**src/rtl/mac_row_dual.sv**
```systemverilog
// mac_row_dual: a row of `col` MAC tiles for the systolic array.
// Activations, instructions and mode travel west-to-east one tile per cycle.
// North psums feed each column, and registered south psums leave each column.
// Each tile runs one of two dataflows, chosen per instruction:
//   WS (weight-stationary): the psum flows through the tile.
//   OS (output-stationary): the tile accumulates locally and drains on command.
// Weights self-steer: a load token fills the first tile whose loaded flag is
// clear, and that tile consumes the token.
// Optional build macro: MAC_ROW_DUAL_SAT_EN. When it is defined, WS sums and
// OS accumulation saturate; otherwise they wrap.
// Assumes psum_bw > 2*bw+1.

module mac_row_dual #(
    parameter int bw      = 4,
    parameter int psum_bw = 16,
    parameter int col     = 8
) (
    input  logic                     clk,
    input  logic                     reset,
    input  logic [bw-1:0]            in_w,
    input  logic [2:0]               inst_w,
    input  logic                     mode_w,
    input  logic                     w_clr,
    input  logic [psum_bw*col-1:0]   in_n,
    output logic [psum_bw*col-1:0]   out_s,
    output logic [col-1:0]           valid,
    output logic                     w_full
);

    localparam int PW  = 2 * bw + 1;
    localparam int EXT = psum_bw - PW;

    localparam logic [2:0] InstIdle  = 3'b000;
    localparam logic [2:0] InstLoad  = 3'b001;
    localparam logic [2:0] InstExec  = 3'b010;
    localparam logic [2:0] InstDrain = 3'b100;

    // Unsigned activation times signed operand, sign-extended to psum width.
    function automatic logic [psum_bw-1:0] f_mul(input logic [bw-1:0] i_a,
                                                 input logic [bw-1:0] i_b);
        logic signed [PW-1:0] w_a;
        logic signed [PW-1:0] w_b;
        logic signed [PW-1:0] w_p;
        w_a = $signed({{(PW-bw){1'b0}}, i_a});
        w_b = $signed({{(PW-bw){i_b[bw-1]}}, i_b});
        w_p = w_a * w_b;
        return {{EXT{w_p[PW-1]}}, w_p};
    endfunction

`ifdef MAC_ROW_DUAL_SAT_EN
    // Signed add that clamps to the psum range.
    function automatic logic [psum_bw-1:0] f_add(input logic [psum_bw-1:0] i_x,
                                                 input logic [psum_bw-1:0] i_y);
        logic [psum_bw:0] w_s;
        w_s = {i_x[psum_bw-1], i_x} + {i_y[psum_bw-1], i_y};
        if (w_s[psum_bw] != w_s[psum_bw-1]) begin
            return w_s[psum_bw] ? {1'b1, {(psum_bw-1){1'b0}}} : {1'b0, {(psum_bw-1){1'b1}}};
        end
        return w_s[psum_bw-1:0];
    endfunction
`else
    // Signed add that wraps modulo 2^psum_bw.
    function automatic logic [psum_bw-1:0] f_add(input logic [psum_bw-1:0] i_x,
                                                 input logic [psum_bw-1:0] i_y);
        return i_x + i_y;
    endfunction
`endif

    logic [col-1:0] w_wld;
    logic           r_full;

    for (genvar j = 0; j < col; j++) begin : g_tile
        logic [bw-1:0]      r_a;
        logic [2:0]         r_inst;
        logic               r_mode;
        logic [bw-1:0]      r_w;
        logic               r_wld;
        logic [psum_bw-1:0] r_acc;
        logic [psum_bw-1:0] r_out;
        logic               r_valid;

        logic [bw-1:0]      w_a_in;
        logic [2:0]         w_inst_in;
        logic               w_mode_in;
        logic [psum_bw-1:0] w_n;

        if (j == 0) begin : g_head
            assign w_a_in    = in_w;
            assign w_inst_in = inst_w;
            assign w_mode_in = mode_w;
        end else begin : g_body
            assign w_a_in    = g_tile[j-1].r_a;
            assign w_inst_in = g_tile[j-1].r_inst;
            assign w_mode_in = g_tile[j-1].r_mode;
        end

        assign w_n = in_n[psum_bw*j +: psum_bw];

        // Tile state: pipeline forwarding, weight capture, WS/OS compute, drain.
        always_ff @(posedge clk or negedge reset) begin
            if (!reset) begin
                r_a     <= '0;
                r_inst  <= '0;
                r_mode  <= 1'b0;
                r_w     <= '0;
                r_wld   <= 1'b0;
                r_acc   <= '0;
                r_out   <= '0;
                r_valid <= 1'b0;
            end else begin
                r_a     <= w_a_in;
                r_inst  <= w_inst_in;
                r_mode  <= w_mode_in;
                r_valid <= 1'b0;
                case (w_inst_in)
                    InstLoad: begin
                        // A load that fills this tile, or that collides with a
                        // clear, is consumed here so it cannot load further east.
                        if (w_clr || !r_wld) begin
                            r_inst <= InstIdle;
                        end
                        if (!w_clr && !r_wld) begin
                            r_w   <= w_a_in;
                            r_wld <= 1'b1;
                        end
                    end
                    InstExec: begin
                        if (!w_mode_in) begin
                            r_out   <= f_add(w_n, f_mul(w_a_in, r_w));
                            r_valid <= 1'b1;
                        end else begin
                            r_acc <= f_add(r_acc, f_mul(w_a_in, w_n[bw-1:0]));
                        end
                    end
                    InstDrain: begin
                        if (w_mode_in) begin
                            r_out   <= r_acc;
                            r_acc   <= '0;
                            r_valid <= 1'b1;
                        end
                    end
                    default: ;
                endcase
                if (w_clr) begin
                    r_w   <= '0;
                    r_wld <= 1'b0;
                end
            end
        end

        assign out_s[psum_bw*j +: psum_bw] = r_out;
        assign valid[j]                    = r_valid;
        assign w_wld[j]                    = r_wld;
    end

    // Registered "all weights resident" flag.
    always_ff @(posedge clk or negedge reset) begin
        if (!reset) begin
            r_full <= 1'b0;
        end else begin
            r_full <= &w_wld;
        end
    end

    assign w_full = r_full;

    // The last tile's forwarded pipeline registers have no consumer.
    logic w_unused_tail;
    assign w_unused_tail = ^{g_tile[col-1].r_a, g_tile[col-1].r_inst, g_tile[col-1].r_mode};

endmodule

```
**config.mk**
```make
export PLATFORM = sky130hd
export DESIGN_NAME = mac_row_dual
export DESIGN_NICKNAME = d
export VERILOG_FILES = /design/src/rtl/mac_row_dual.sv
export SDC_FILE = /design/constraint.sdc
export NUM_CORES = 2
export LEC_CHECK = 0
export ABC_AREA = 1
export BUFFER_PORTS_ARGS = -buffer_cell sky130_fd_sc_hd__buf_4
export CORE_MARGIN = 4
export CORE_UTILIZATION = 45
export CTS_CLUSTER_SIZE = 25
export DETAILED_ROUTE_END_ITERATION = 16
export GPL_TIMING_DRIVEN = 0
export PLACE_DENSITY = 0.72
export SYNTH_ARGS = -nofsm -noshare
export SYNTH_HDL_FRONTEND = slang
export SYNTH_SLANG_ARGS = --single-unit
```
**constraint.sdc**
```tcl
create_clock -name clk -period 10.33 [get_ports clk]
set_input_delay 0.5165 -clock clk [delete_from_list [all_inputs] [get_ports clk]]
set_output_delay 0.5165 -clock clk [all_outputs]
set_load 0.005 [all_outputs]
```
[After elaboration in Yosys (flattened, before gate mapping)]
Cells that the tools add are included.
Storage, ports and cells
  register bits after elaboration: 361
  bits in latches: 0
  bits in writable memories: 0
  ROM bits: 0
  input bits: 139
  output and inout bits: 137
  logic and storage cells: 349
  memories kept: 0
Operators by class
  add/subtract/negate cells: 16
  multipliers: 16
  divide/modulo/power cells: 0
  magnitude comparators: 0
  eq/ne operators: 48
  shift operators: 0
  muxes and demuxes: 134
  bitwise gates (word level): 0
  reductions and logical operators: 73
Operators by type and width (count)
  $mux W16: 32
  $pmux W16 S2: 16
  $add A16 B16 Y16: 16
  $mul A5 B4 Y9: 16
  $mux W4: 24
  $ne A2 B2 Y1 const B: 24
  $reduce_and A3 Y1: 16
  $reduce_bool A2 Y1: 24
  $mux W3: 14
  $mux W1: 40
  $eq A3 B1 Y1 const B: 8
  $eq A3 B2 Y1 const B: 8
  $eq A3 B3 Y1 const B: 8
  $pmux W1 S2: 8
  $reduce_and A2 Y1: 8
  $logic_not A1 Y1: 9
  $logic_and A1 B1 Y1: 8
  $reduce_and A8 Y1: 1
  $logic_or A1 B1 Y1: 7

[Logic depth before layout (Yosys ltp)]
  depth after elaboration: 5
  depth in mapped cells: 28
  gate-level depth less buffers: 27

[Worst setup path before layout]
OpenSTA, ideal clock, no wires.
  path type: in2reg
  start: input port in_w[2]
  end: register g_tile[0].r_out[13]
  library setup time: 116 ps
  data arrival time: 4284 ps
  required time: 10214 ps
  path slack: 5929 ps
  stages on the path: 22
  path buffers: 1
  cell sequence: clkbuf_1 nand2_1 fa_1 fa_1 fa_1 inv_1 ha_1 inv_1 fa_1 o21ai_0 xor2_1 ha_1 nand2_1 inv_1 a21oi_1 nor2_1 nor2_1 nand2_1 nand2_1 nand3_1 nand2_1 nand2_1
On the way
  cells in the longest elaborated chain, start to end: 4
Ends and longest elaborated chain
  start, declared: line 20  | input logic [bw-1:0] in_w,
  $mul A5 B4 Y9: line 46  | w_p = w_a * w_b;
  $add A16 B16 Y16: line 65  | return i_x + i_y;
  $mux W16: line 128  | if (!w_mode_in) begin
  $pmux W16 S2: line 115  | case (w_inst_in)
  end signal, assigned: line 129  | r_out <= f_add(w_n, f_mul(w_a_in, r_w));
  end signal, assigned: line 137  | r_out <= r_acc;
  end, declared: line 79  | logic [psum_bw-1:0] r_out;
No other way between the ends. The select of a mux whose other input is x is not followed.
A chain may end at the register's enable or synchronous reset.

[Worst setup path in the final report]
  start: input port in_w[2]
  end: register g_tile[0].r_out[15]
Same word-level chain as after synthesis.

==> run summary <==
Global route
• 115 — largest net degree at the start of global routing
• 22.3% — GR Util All Layers
• 33146 — vias in the first global route
• 161 mm — wire length of the first global-routing pass
• 0 — GRT overflow
• 4 — initial antenna violation count

Worst setup path
• sky130_fd_sc_hd__dlygate4sd3_1 — Slowest-stage cell, CP
• sky130_fd_sc_hd__nand2_1 — Top cell by count, worst path
• 5590 ps — CP arrival
• 5350 ps — setup slack of the most critical reg-to-reg path
• primary input — kind of start point of the critical path
• primary input to flop — class of the most critical setup path
• 10800 ps — CP required
• 9 — crit-path max FO
• 540 ps — delay of the slowest cell on the worst path
• flop — Crit. End Element

Die
• 276 — number of ports placed on the die boundary
• 45.6% — starting utilization of the core area
• 292 um — Die X-Extent
• 79400 um2 — placeable core area
• 85100 um2 — total die area
• 292 um — floorplan die height
• 103 — standard-cell row count

Final layout
• 41400 um2 — Finished Cell Area
• sky130_fd_sc_hd__nand2_1 — commonest non-fill, non-tap cell in the layout
• 52.1% — Core Util, Final
• 14.2% — P&R area growth vs syn
• 8.88% — share of layout cells above drive strength 1
• 6255 — number of nets in the final layout
• 6592 — number of cells in the finished layout apart from fillers
• 1510 x sky130_fd_sc_hd__nand2_1, 784 x sky130_fd_sc_hd__inv_1, 520 x sky130_fd_sc_hd__ha_1, 390 x sky130_fd_sc_hd__nor2_1, 371 x sky130_fd_sc_hd__a21oi_1 — highest-count cells in the layout ignoring fill and taps

Placement
• 275 — count of port buffers added during placement
• 39700 um2 — placed cell areas
• 6498 — number of instances in the placed design
• 0.918 — routability congestion estimate
• 78.5 mm — DP HPWL

STA
• -0.220 ps — minimum hold slack
• 1050 ps — pin slew with the least headroom to its limit
• 0 — Final Slew Violations
• 0 — Setup Viol. Count Final
• no — RSZ-0062 raised after global routing
• 5120 ps — time the worst path needs with I/O delays and setup
• 1 — final-report hold violation count
• 30.0% — relative max-transition margin
• 195 MHz — maximum frequency from static timing analysis
• 30.9 ps — Clock Skews
• 0 ps — Total Neg Setup Slack
• 49.5% — share of the clock period used by the worst path

Synthesis
• 7.01 um2 — syn avg cell area
• 23.3% — share of synthesized cell area in full adder, half adder and majority cells
• 5925 — Synth Net Count
• 0% — multiplexer area fraction after synthesis
• 13.0% — area fraction in compound gates after synthesis
• 5170 — gate count after technology mapping
• 45 — count of cell types in the netlist
• 0 — number of enable flip-flop cells after synthesis
• 2.18% — xor-xnor portion of the synthesized cell area
• 100% — post-synthesis async set-or-reset flop share
• 27.1% — post-synthesis share of cell area spent on and, or, nand and nor gates
• 0 — yosys warns
• sky130_fd_sc_hd__dfrtp_1 — top_reg_cell synth
• 36200 um2 — mapped cell area
• 24.9% — post-synthesis sequential area ratio
• 361 — synthesis-stage register bit count
• simple AND/OR/NAND/NOR gates — largest family of logic cells by synthesized area

Clock tree
• 48 — cts bufs inserted
• 600 ps — later-pin clock latency in the skew report
• 3 — maximum count of clock buffers along a single path
• 0 — setup fix buffers added after clock tree synthesis
• 2 — H-Tree Depth
• 60 ps — clock slew at reported path FFs
• sky130_fd_sc_hd__clkbuf_16 — clock tree root buffer cell
• 361 — number of clock sinks seen by CTS
• built — clock tree from TritonCTS

Power and ir drop
• 23.2% — clock share of power
• 165 uV — worst vdd ir
• 3.29 mW — reported net switching power
• 4.27 mW — internal power
• 183 nW/um2 — Cell Pwr Density
• 43.5% — switching share of total power
• 28.3% — proportion of power drawn by flip-flops and latches
• 48.6% — Comb power frac
• 24.0 nW — leakage power

Route
• 5.19 — routed vias/inst
• 97.2 mm — detailed-route wire length
• 0 — Remaining DRCs
• 1814 — number of design-rule violations left by the first detailed-router iteration
• 5 — first drt pass iteration count
• 0 — Post-DRT Antenna Nets
• 14.7 um — average wire per standard cell
• 34211 — vias after detailed routing

Run status
• hold timing — violated checks
• complete, but fails checks — outcome

Worst hold path
• primary input to async pin — type of the worst min-delay path

Flow run
• 0 — number of maximum-capacitance constraint violations

## final timing paths
path / cells after the start / startpoint / to
min: 1 / reset / g_tile[7].r_acc[11]$_DFFE_PN0P_
max in group asynchronous: 3 / reset / g_tile[1].r_out[5]$_DFFE_PN0P_
max: 26 / in_w[2] / g_tile[0].r_out[15]$_DFFE_PN0P_
max reg2reg: 22 / g_tile[2].r_a[2]$_DFF_PN0_ / g_tile[3].r_out[13]$_DFFE_PN0P_
min reg2reg: 0 / g_tile[4].r_a[2]$_DFF_PN0_ / g_tile[5].r_a[2]$_DFF_PN0_
min in group clk: 1 / mode_w / g_tile[0].r_mode$_DFF_PN0_
## through the flow
stage	worst slack (ps)	power [mW]
floorplan	5930	4.65
global placement	4850	5.72
detailed placement	5170	5.79
CTS	5220	7.59
global route	4700	8.23
finish	5210	7.56
## final cells by class
class                   count  area [um2]
clock buffers              58        1300
plain buffers              90         437
multi-input cells        3909       23700
fillers                  7795       38000
flip-flops and latches    361        9030
diodes                      3        7.51
inverters                 810        3040
well taps                1050        1310
repair buffers            280        2170
clock inverters            31         353
## logic make-up (layout without fill, tap and decap cells)
| kind of cell | after synthesis | after routing |
|---|---|---|
| adder cells (fa/ha/maj) | 616 | 616 |
| XOR/XNOR | 90 | 90 |
| AO/OA/AOI/OAI | 817 | 817 |
| flip-flops | 361 | 361 |
| AND/OR/NAND/NOR | 2386 | 2386 |
| buffers and inverters | 900 | 1269 |
| other | 0 | 3 |
## registers in the layout, indices dropped and copies added (netlist names)
name and flops:
g_tile.r_acc 128, g_tile.r_out 128, g_tile.r_w 32, g_tile.r_a 28
g_tile.r_inst 21, g_tile.r_valid 8, g_tile.r_wld 8, g_tile.r_mode 7
w_full 1
## power groups by stage
| stage | Sequential [mW] | Combinational (mW) | Clock, mW |
|---|---|---|---|
| final | 2.14 | 3.67 | 1.75 |
| after global routing | 2.18 | 4.20 | 1.85 |
| after CTS | 2.13 | 3.66 | 1.79 |
| after detailed placement | 2.15 | 3.64 | 0 |
| after global placement | 2.14 | 3.57 | 0 |
| after floorplan | 2.05 | 2.60 | 0 |
## what timing repair did
item,in CTS,in global routing
hold endpoints to repair,2,0
hold buffers,2,0
resized for setup,0,0
## cell usage after synthesis, types with 8 or more instances
cell type / n / area share [%]
sky130_fd_sc_hd__o22ai_1: 43 / 0.74
sky130_fd_sc_hd__xor2_1: 66 / 1.6
sky130_fd_sc_hd__xnor2_1: 24 / 0.58
sky130_fd_sc_hd__o41ai_2: 9 / 0.40
sky130_fd_sc_hd__buf_2: 28 / 0.39
sky130_fd_sc_hd__inv_1: 784 / 8.1
sky130_fd_sc_hd__dfrtp_1: 361 / 25
sky130_fd_sc_hd__inv_2: 24 / 0.25
sky130_fd_sc_hd__o21ai_0: 194 / 2.7
sky130_fd_sc_hd__a21o_1: 43 / 0.89
sky130_fd_sc_hd__fa_1: 96 / 5.3
sky130_fd_sc_hd__a21boi_0: 16 / 0.33
sky130_fd_sc_hd__a32o_1: 8 / 0.22
sky130_fd_sc_hd__nand3b_1: 8 / 0.17
sky130_fd_sc_hd__nand4_1: 40 / 0.69
sky130_fd_sc_hd__or2_2: 12 / 0.21
sky130_fd_sc_hd__nand3_1: 334 / 4.6
sky130_fd_sc_hd__nor4_1: 8 / 0.14
sky130_fd_sc_hd__nor3_1: 33 / 0.46
sky130_fd_sc_hd__buf_4: 15 / 0.31
sky130_fd_sc_hd__clkbuf_1: 46 / 0.48
sky130_fd_sc_hd__a31oi_1: 39 / 0.67
sky130_fd_sc_hd__ha_1: 520 / 18
sky130_fd_sc_hd__a21oi_1: 371 / 5.1
sky130_fd_sc_hd__o211ai_1: 18 / 0.37
sky130_fd_sc_hd__and2_1: 16 / 0.28
sky130_fd_sc_hd__o21ai_1: 17 / 0.23
sky130_fd_sc_hd__nand2_1: 1510 / 16
sky130_fd_sc_hd__o21bai_1: 47 / 0.97
sky130_fd_sc_hd__nor2_1: 390 / 4.0
sky130_fd_sc_hd__nand2_2: 15 / 0.26
## layer usage
| layer | vias to the layer above | part of all wire [%] | track usage, % |
|---|---|---|---|
| met1 | 15858 | 44 | 29.1 |
| met4 | 2 | 2.4 | 5.55 |
| met2 | 742 | 48 | 39.4 |
| met3 | 139 | 5.1 | 2.80 |
| li1 | 17470 | - | - |
| met5 | - | 0.013 | 0 |
## critical path, delay by kind of cell
family          cells  cell delay (ps)
compound gates      2              520
simple gates       14             1290
fa+ha+maj           5             2130
buf+inv             5             1120
Note: power is estimated with default switching activity, not from simulation.
